$ cat src/rtl/regfile_op_sequencer.sv
// Purpose : control FSM between switch/button front end and the RegFile+ALU datapath.
// Ports   : clk/rst; data_input + ld_Reg/ld_Setup/ld_Imm load strobes; en go strobe;
//           regfile addr/we/wb_sel, imm_out, alu_op/use_imm/flags_we, busy/done/err.
module regfile_op_sequencer #(
    parameter int DATA_W = 16,
    parameter int IN_W   = 10,
    parameter int NREG   = 16,
    parameter int AW     = $clog2(NREG)
) (
    input  logic              clk,
    input  logic              rst,
    input  logic [IN_W-1:0]   data_input,
    input  logic              ld_Reg,
    input  logic              ld_Setup,
    input  logic              ld_Imm,
    input  logic              en,
    output logic [AW-1:0]     rf_raddrA,
    output logic [AW-1:0]     rf_raddrB,
    output logic [AW-1:0]     rf_waddr,
    output logic              rf_we,
    output logic [1:0]        wb_sel,
    output logic [DATA_W-1:0] imm_out,
    output logic [3:0]        alu_op,
    output logic              use_imm,
    output logic              flags_we,
    output logic              busy,
    output logic              done,
    output logic              err
);

    typedef enum logic [2:0] {
        S_IDLE = 3'd0,
        S_DEC  = 3'd1,
        S_EXEC = 3'd2,
        S_WB   = 3'd3,
        S_CLR  = 3'd4
    } state_t;

    localparam logic [AW-1:0] LAST_REG = AW'(NREG - 1);
    localparam logic [3:0]    OP_MOV   = 4'h7;
    localparam logic [3:0]    OP_CLR   = 4'h8;
    localparam logic [3:0]    OP_LDI   = 4'h9;
    localparam logic [3:0]    OP_ADDI  = 4'hA;
    localparam logic [3:0]    OP_SUBI  = 4'hB;

    state_t          state, state_nxt;
    logic [AW-1:0]   rdest, rsrc, cnt;
    logic [3:0]      opcode;
    logic [IN_W-1:0] imm;

    logic any_ld, idle, accept_en, reserved, clr_last;
    logic [3:0] alu_code;
    logic       imm_op, sets_flags, writes_reg;
    logic [1:0] wb_code;

    assign idle      = (state == S_IDLE);
    assign any_ld    = ld_Reg | ld_Setup | ld_Imm;
    // Loads win over a simultaneous go strobe; the go is simply dropped.
    assign accept_en = idle & en & ~any_ld;
    assign reserved  = (opcode >= 4'hC);
    assign clr_last  = (state == S_CLR) && (cnt == LAST_REG);

    assign rf_raddrA = rdest;
    assign rf_raddrB = rsrc;
    assign imm_out   = {{(DATA_W-IN_W){1'b0}}, imm};
    assign busy      = ~idle;

    always_ff @(posedge clk or posedge rst) begin
        if (rst) state <= S_IDLE;
        else     state <= state_nxt;
    end

    // Operand latches, clear counter and the done/err flags.
    always_ff @(posedge clk or posedge rst) begin
        if (rst) begin
            rdest  <= '0;
            rsrc   <= '0;
            opcode <= '0;
            imm    <= '0;
            cnt    <= '0;
            done   <= 1'b0;
            err    <= 1'b0;
        end else begin
            if (idle && ld_Reg) begin
                rdest <= data_input[7:4];
                rsrc  <= data_input[3:0];
            end
            if (idle && ld_Setup) opcode <= data_input[7:4];
            if (idle && ld_Imm)   imm    <= data_input;

            if (state == S_DEC)      cnt <= '0;
            else if (state == S_CLR) cnt <= cnt + 1'b1;

            done <= (state == S_WB) || clr_last;

            if (accept_en)                       err <= 1'b0;
            else if (state == S_DEC && reserved) err <= 1'b1;
        end
    end

    always_comb begin
        // Opcode decode, shared by EXEC and WB.
        alu_code   = 4'h0;
        imm_op     = 1'b0;
        sets_flags = 1'b0;
        writes_reg = 1'b0;
        wb_code    = 2'd0;
        if (opcode >= 4'h1 && opcode <= 4'h6) begin
            alu_code   = opcode;
            sets_flags = 1'b1;
            writes_reg = (opcode != 4'h6);
        end
        if (opcode == OP_ADDI || opcode == OP_SUBI) begin
            alu_code   = (opcode == OP_ADDI) ? 4'h1 : 4'h2;
            imm_op     = 1'b1;
            sets_flags = 1'b1;
            writes_reg = 1'b1;
        end
        if (opcode == OP_MOV) begin
            writes_reg = 1'b1;
            wb_code    = 2'd3;
        end
        if (opcode == OP_LDI) begin
            writes_reg = 1'b1;
            wb_code    = 2'd1;
        end

        state_nxt = state;
        rf_waddr  = '0;
        rf_we     = 1'b0;
        wb_sel    = 2'd0;
        alu_op    = 4'h0;
        use_imm   = 1'b0;
        flags_we  = 1'b0;

        case (state)
            S_IDLE: if (accept_en) state_nxt = S_DEC;
            S_DEC: begin
                if (reserved)              state_nxt = S_IDLE;
                else if (opcode == OP_CLR) state_nxt = S_CLR;
                else                       state_nxt = S_EXEC;
            end
            S_EXEC: begin
                alu_op    = alu_code;
                use_imm   = imm_op;
                flags_we  = sets_flags;
                state_nxt = S_WB;
            end
            S_WB: begin
                // ALU controls stay stable so the result is still valid at the write.
                alu_op    = alu_code;
                use_imm   = imm_op;
                rf_we     = writes_reg;
                rf_waddr  = rdest;
                wb_sel    = wb_code;
                state_nxt = S_IDLE;
            end
            S_CLR: begin
                rf_we    = 1'b1;
                wb_sel   = 2'd2;
                rf_waddr = cnt;
                if (cnt == LAST_REG) state_nxt = S_IDLE;
            end
            default: state_nxt = S_IDLE;
        endcase
    end

endmodule

$ cat config.mk
export PLATFORM = sky130hd
export DESIGN_NAME = regfile_op_sequencer
export DESIGN_NICKNAME = d
export VERILOG_FILES = /design/src/rtl/regfile_op_sequencer.sv
export SDC_FILE = /design/constraint.sdc
export NUM_CORES = 1
export LEC_CHECK = 0
export ABC_CLOCK_PERIOD_IN_PS = 1900
export BUFFER_PORTS_ARGS = -buffer_cell sky130_fd_sc_hd__buf_2
export CAP_MARGIN = 20
export CORE_AREA = 2 2 55 108
export CTS_CLUSTER_SIZE = 12
export DETAILED_ROUTE_END_ITERATION = 7
export DIE_AREA = 0 0 57 110
export PLACE_DENSITY = 0.6
export SYNTH_ARGS = -nofsm -noshare
export SYNTH_HDL_FRONTEND = slang
export SYNTH_SLANG_ARGS = --single-unit
$ cat constraint.sdc
create_clock -name clk -period 1.9 [get_ports clk]
set_clock_uncertainty 0.15 [all_clocks]
set_input_delay 0.38 -clock clk [delete_from_list [all_inputs] [get_ports clk]]
set_output_delay 0.38 -clock clk [all_outputs]
set_load 0.01 [all_outputs]
### Yosys cells after proc, flatten, opt, wreduce, memory -nomap -nowiden

Index checks and enable logic that the tools add are counted.
W data, S select, Z words.

* register bits after elaboration: 31
* latch bits: 0
* bits in writable memories: 0
* memory bits (read-only): 0
* output and inout bits: 40
* memories kept: 0

* add/subtract/negate cells: 1
* multiply operators: 0
* div/mod/pow operators: 0
* magnitude comparators: 3
* equality and inequality tests: 13
* shift-type cells: 0
* mux-type cells: 27
* bitwise operators: 6
* reduce and logical (&&, ||, !) cells: 13

Operator list (count)
* $eq A4 B4 Y1 const B: 5
* $mux W4: 5
* $mux W3: 4
* $pmux W3 S4: 1
* $mux W1: 11
* $pmux W4 S2: 1
* $eq A3 B2 Y1 const B: 2
* $logic_and A1 B1 Y1: 6
* $mux W2: 3
* $add A4 B1 Y4 const B: 1
* $eq A4 B3 Y1 const B: 1
* $ge A4 B1 Y1 const B: 1
* $ge A4 B4 Y1 const B: 1
* $le A4 B3 Y1 const B: 1
* $ne A2 B1 Y1 const B: 2
* $ne A4 B3 Y1 const B: 1
* $pmux W2 S2: 1
* $reduce_bool A2 Y1: 2
* $eq A3 B1 Y1 const B: 1
* $eq A3 B3 Y1 const B: 1
* $logic_not A3 Y1: 1
* $and A1 B1 Y1: 2
* $logic_or A1 B1 Y1: 2
* $not A1 Y1: 2
* 4 further kinds: 5

### Depth between registers and ports, before layout

* depth after elaboration: 7
* mapped depth: 5
* depth with buffers taken out: 4

### Worst setup path before layout

OpenSTA, ideal clock, no wires.

* path kind: register -> output
* from: register opcode[2]
* to: output alu_op[2]
* data arrival time: 1301 ps
* required time: 1370 ps
* path slack: 69 ps
* stages on the path, launching flop included: 4
* path buffers: 1
* cell sequence: dfrtp_1 > clkbuf_1 > inv_1 > a2111oi_0

* word-level cells in the longest chain between the ends: 5
* elaborated cells between the ends (all ways): 9
* those cells by class: order compare: 2; eq/ne: 2; mux: 3; reduce/logical: 2

Ends and longest elaborated chain
* start: declaration: RTL line 48 `logic [3:0] opcode;`
* start signal: assignment: RTL line 88 `if (idle && ld_Setup) opcode <= data_input[7:4];`
* $ge A4 B1 Y1 or $le A4 B3 Y1 (tied branches): RTL line 108 `if (opcode >= 4'h1 && opcode <= 4'h6) begin`
* $logic_and A1 B1 Y1: RTL line 108
* $mux W4: RTL line 108
* $mux W4 (*): RTL line 113 `if (opcode == OP_ADDI || opcode == OP_SUBI) begin`
* $mux W4 (*): RTL line 136 `case (state)`
* end: declaration: RTL line 23 `output logic [3:0] alu_op,`

Every way passes the cells marked *; elsewhere a longest branch is shown, timed or not.

### Worst setup path in the final report

* from: register state[1]
* to: output rf_waddr[1]

* word-level cells in the longest chain between the ends: 2
* elaborated cells between the ends (all ways): 3
* those cells by class: eq/ne: 2; mux: 1

Ends and longest elaborated chain
* start: declaration: RTL line 46 `state_t state, state_nxt;`
* start signal: assignment: RTL line 70 `else state <= state_nxt;`
* $eq A3 B3 Y1 or $eq A3 B2 Y1 (tied branches): RTL line 136
* $pmux W4 S2 (*): RTL line 136
* end: declaration: RTL line 19 `output logic [AW-1:0] rf_waddr,`

Marked as above.

==> reports/results.txt <==
worst path cell trace = and3b_2 > buf_6 > a22o_1 > buf_2
hold-fix buffers at CTS = 0
Rel. slew slack = 61.17%
most common cell after layout, fill and taps aside = buf_2
min-delay worst type = input pin to async pin
die area = 6270 um2
clock slew at reported path FFs = 0.07 ns
switching power = 1.351 mW
actual slew at the worst max-slew pin = 0.5743 ns
Syn Inst Count = 141
critical path data arrival time = 1.45 ns
CTS Buf Count = 5
Lkg Pwr = 1.078 nW
sequential area share after synthesis = 49.52%
worst-path maximum fanout = 6
vias in the first global route = 1399
P_int = 2.390 mW
Period Utilization, post-route = 104.2%
failing checks = setup timing
final net count = 228
sw frac = 36.12%
WHS = 0.01485 ns
unrepaired setup endpoints after global routing = true
I/O Buffers = 48
run status = finished with violations
Logic pwr share = 49.1%
Cell Pwr Density = 1683 nW/um2
Initial Util = 28.90%
worst path required time = 1.37 ns
Syn Area/Cell = 11.11 um2
Hold Vio Cnt, Final = 0
initial DRC count = 37
Rows = 38
Worst path slowest cell = dfrtp_2
worst r2r dst = imm[1]$_DFFE_PP0P_
Layout fillers = 546
maximum number of pins on one net before global-route repair = 32
# diodes = 0
chip height = 110 um
Power, Total = 3.742 mW
Max Cap Viol = 0
Setup Viol. Count Final = 10
Final min period = 1.981 ns
Setup CP Type = flip-flop to primary output
H-tree level count = 2
Synth cell types = 41
final worst slack = -0.08070 ns
DP HPWL = 3017 um
first-pass GRT wire length = 6472 um
maximum vdd drop = 1004 uV
average wire per cell in the routed design = 15.19 um
highest-count cells in the layout ignoring fill and taps = buf_2 (48), dfrtp_1 (25), mux2_2 (21)
Critical R2R Launch = state[0]$_DFFE_PP0P_
CTS Buffer Depth = 2
yosys warns = 0
critical path's largest stage delay = 0.45 ns
GRT Total Usage = 13.72%
layout cells sized above 1 = 59.91%
ys async rst share = 100.0%
Via density = 4.938
vias = 1343
synthesis-to-layout area growth = 41.93%
DIE WIDTH = 57 um
CTS Sinks = 31
IO Pins = 56
post-route ant nets = 0
Final Max Slew Viols = 0
Placer Congestion = 0.8259
FMAX = 504.9 MHz
Residual DRC = 0
drt pass-1 iters = 4
number of flops mapped to enable cells by yosys = 0
total gr overflow = 0
Flop pwr share = 33.2%
CP Capture Type = primary output
antenna violations before repair = 0
Placeable Area = 5420 um2
final wirelength = 4133 um
clk_lat worst skew = 0.28 ns
top_reg_cell synth = dfrtp_1
Startpoint Class = flip-flop
final core occ = 41.02%
CTS tree = yes
#FFs+latches synth = 31
clock share of power = 17.7%
root buffer cell = clkbuf_8
Worst R2R Path Depth = 4
FF-to-FF setup slack = 0.14 ns
area of the mapped netlist = 1567 um2
[per-stage QoR]
stage / area (um2) / setup slack [ns] / TNS [ns] / instances
finish: 2223 / -0.08070 / -0.4737 / 272
CTS: 2147 / -0.07815 / -0.4121 / 269
detailed placement: 1863 / 0.1135 / 0 / 247
global placement: 1863 / 0.1352 / 0 / 247
floorplan: 1589 / 0.06928 / 0 / 147
global route: 2223 / -0.1237 / -1.080 / 272
[power groups by stage]
stage,Sequential (mW),Clock (mW),Combinational [mW]
3_3_place_gp,1.23,0,1.38
4_1_cts,1.24,0.682,1.68
3_5_place_dp,1.24,0,1.40
5_1_grt,1.29,0.713,1.99
6_report,1.24,0.661,1.84
2_1_floorplan,1.20,0,0.903
[flip-flops by register name, indices dropped and copies added (netlist names)]
signal / count
imm: 10
cnt: 4
opcode: 4
rf_raddrA: 4
rf_raddrB: 4
state: 3
done: 1
err: 1
[area by class of cell]
type / count / area (um2) / share of cell area, %
Inverter: 5 / 18.77 / 0.8441
Clock inverter: 2 / 35.03 / 1.576
Sequential cell: 31 / 783.3 / 35.23
Tap cell: 60 / 75.07 / 3.376
Clock buffer: 6 / 82.58 / 3.714
Multi-Input combinational cell: 93 / 755.7 / 33.99
Timing Repair Buffer: 75 / 473.0 / 21.27
[critical path: cells and delay by family, from the launching register on]
kind,cells,cell delay [ns]
AOI/OAI and AO/OA,1,0.18
DFF,1,0.45
buffers and inverters,2,0.26
and+or+nand+nor,1,0.28
[cells by family (layout without fill, tap and decap cells)]
group / after synthesis / count (layout) / share of synthesized area [%]
adders and majority gates: 1 / 1 / 0.7986
other: 1 / 7 / 0.2394
DFF: 31 / 31 / 49.52
buffers and inverters: 23 / 88 / 8.626
and+or+nand+nor: 39 / 39 / 14.62
muxes: 22 / 22 / 15.74
AOI/OAI and AO/OA: 24 / 24 / 10.46
[per-layer routing]
| metal | share of wire, % | wire length, um | global-route usage, % | vias up |
|---|---|---|---|---|
| met5 | 0 | 0 | 0 | - |
| met4 | 4.2 | 172 | 8.970 | 0 |
| met3 | 6.1 | 254 | 3.617 | 13 |
| met2 | 56 | 2325 | 25.86 | 57 |
| met1 | 33 | 1381 | 12.44 | 653 |
| li1 | - | - | - | 620 |
[Yosys cell counts, types with 2 or more instances]
cell	count	area (um2)
nor2b_1	4	25.02
inv_1	5	18.77
nand2b_1	3	18.77
a21oi_1	6	30.03
mux2_2	21	236.5
dfrtp_1	31	775.7
clkbuf_1	5	18.77
buf_6	2	22.52
nand3_1	3	15.01
and2_1	3	18.77
nand2_1	11	41.29
o21ai_0	5	25.02
nor2_1	2	7.510
buf_4	8	60.06
buf_2	3	15.01
a22o_1	4	35.03
[timing repair]
action / in CTS / in global routing
resized for setup: 26 / 14
pin swaps: 2 / 1
hold endpoints to repair: 0 / 0
setup buffers: 14 / 3
endpoints found under the setup margin: 13 / 13
[how the worst max path moves through the flow]
stage                                startpoint                  to  slack, ns
after floorplan           opcode[2]$_DFFE_PP0P_           alu_op[2]       0.07
after global placement     state[1]$_DFFE_PP0P_  imm[7]$_DFFE_PP0P_       0.14
after detailed placement   state[1]$_DFFE_PP0P_  imm[1]$_DFFE_PP0P_       0.11
after CTS                  state[1]$_DFFE_PP0P_         rf_waddr[3]      -0.08
after global routing       state[1]$_DFFE_PP0P_         rf_waddr[3]      -0.12
final                      state[1]$_DFFE_PP0P_         rf_waddr[1]      -0.08
No activity file was read; power rests on OpenSTA's default activity.
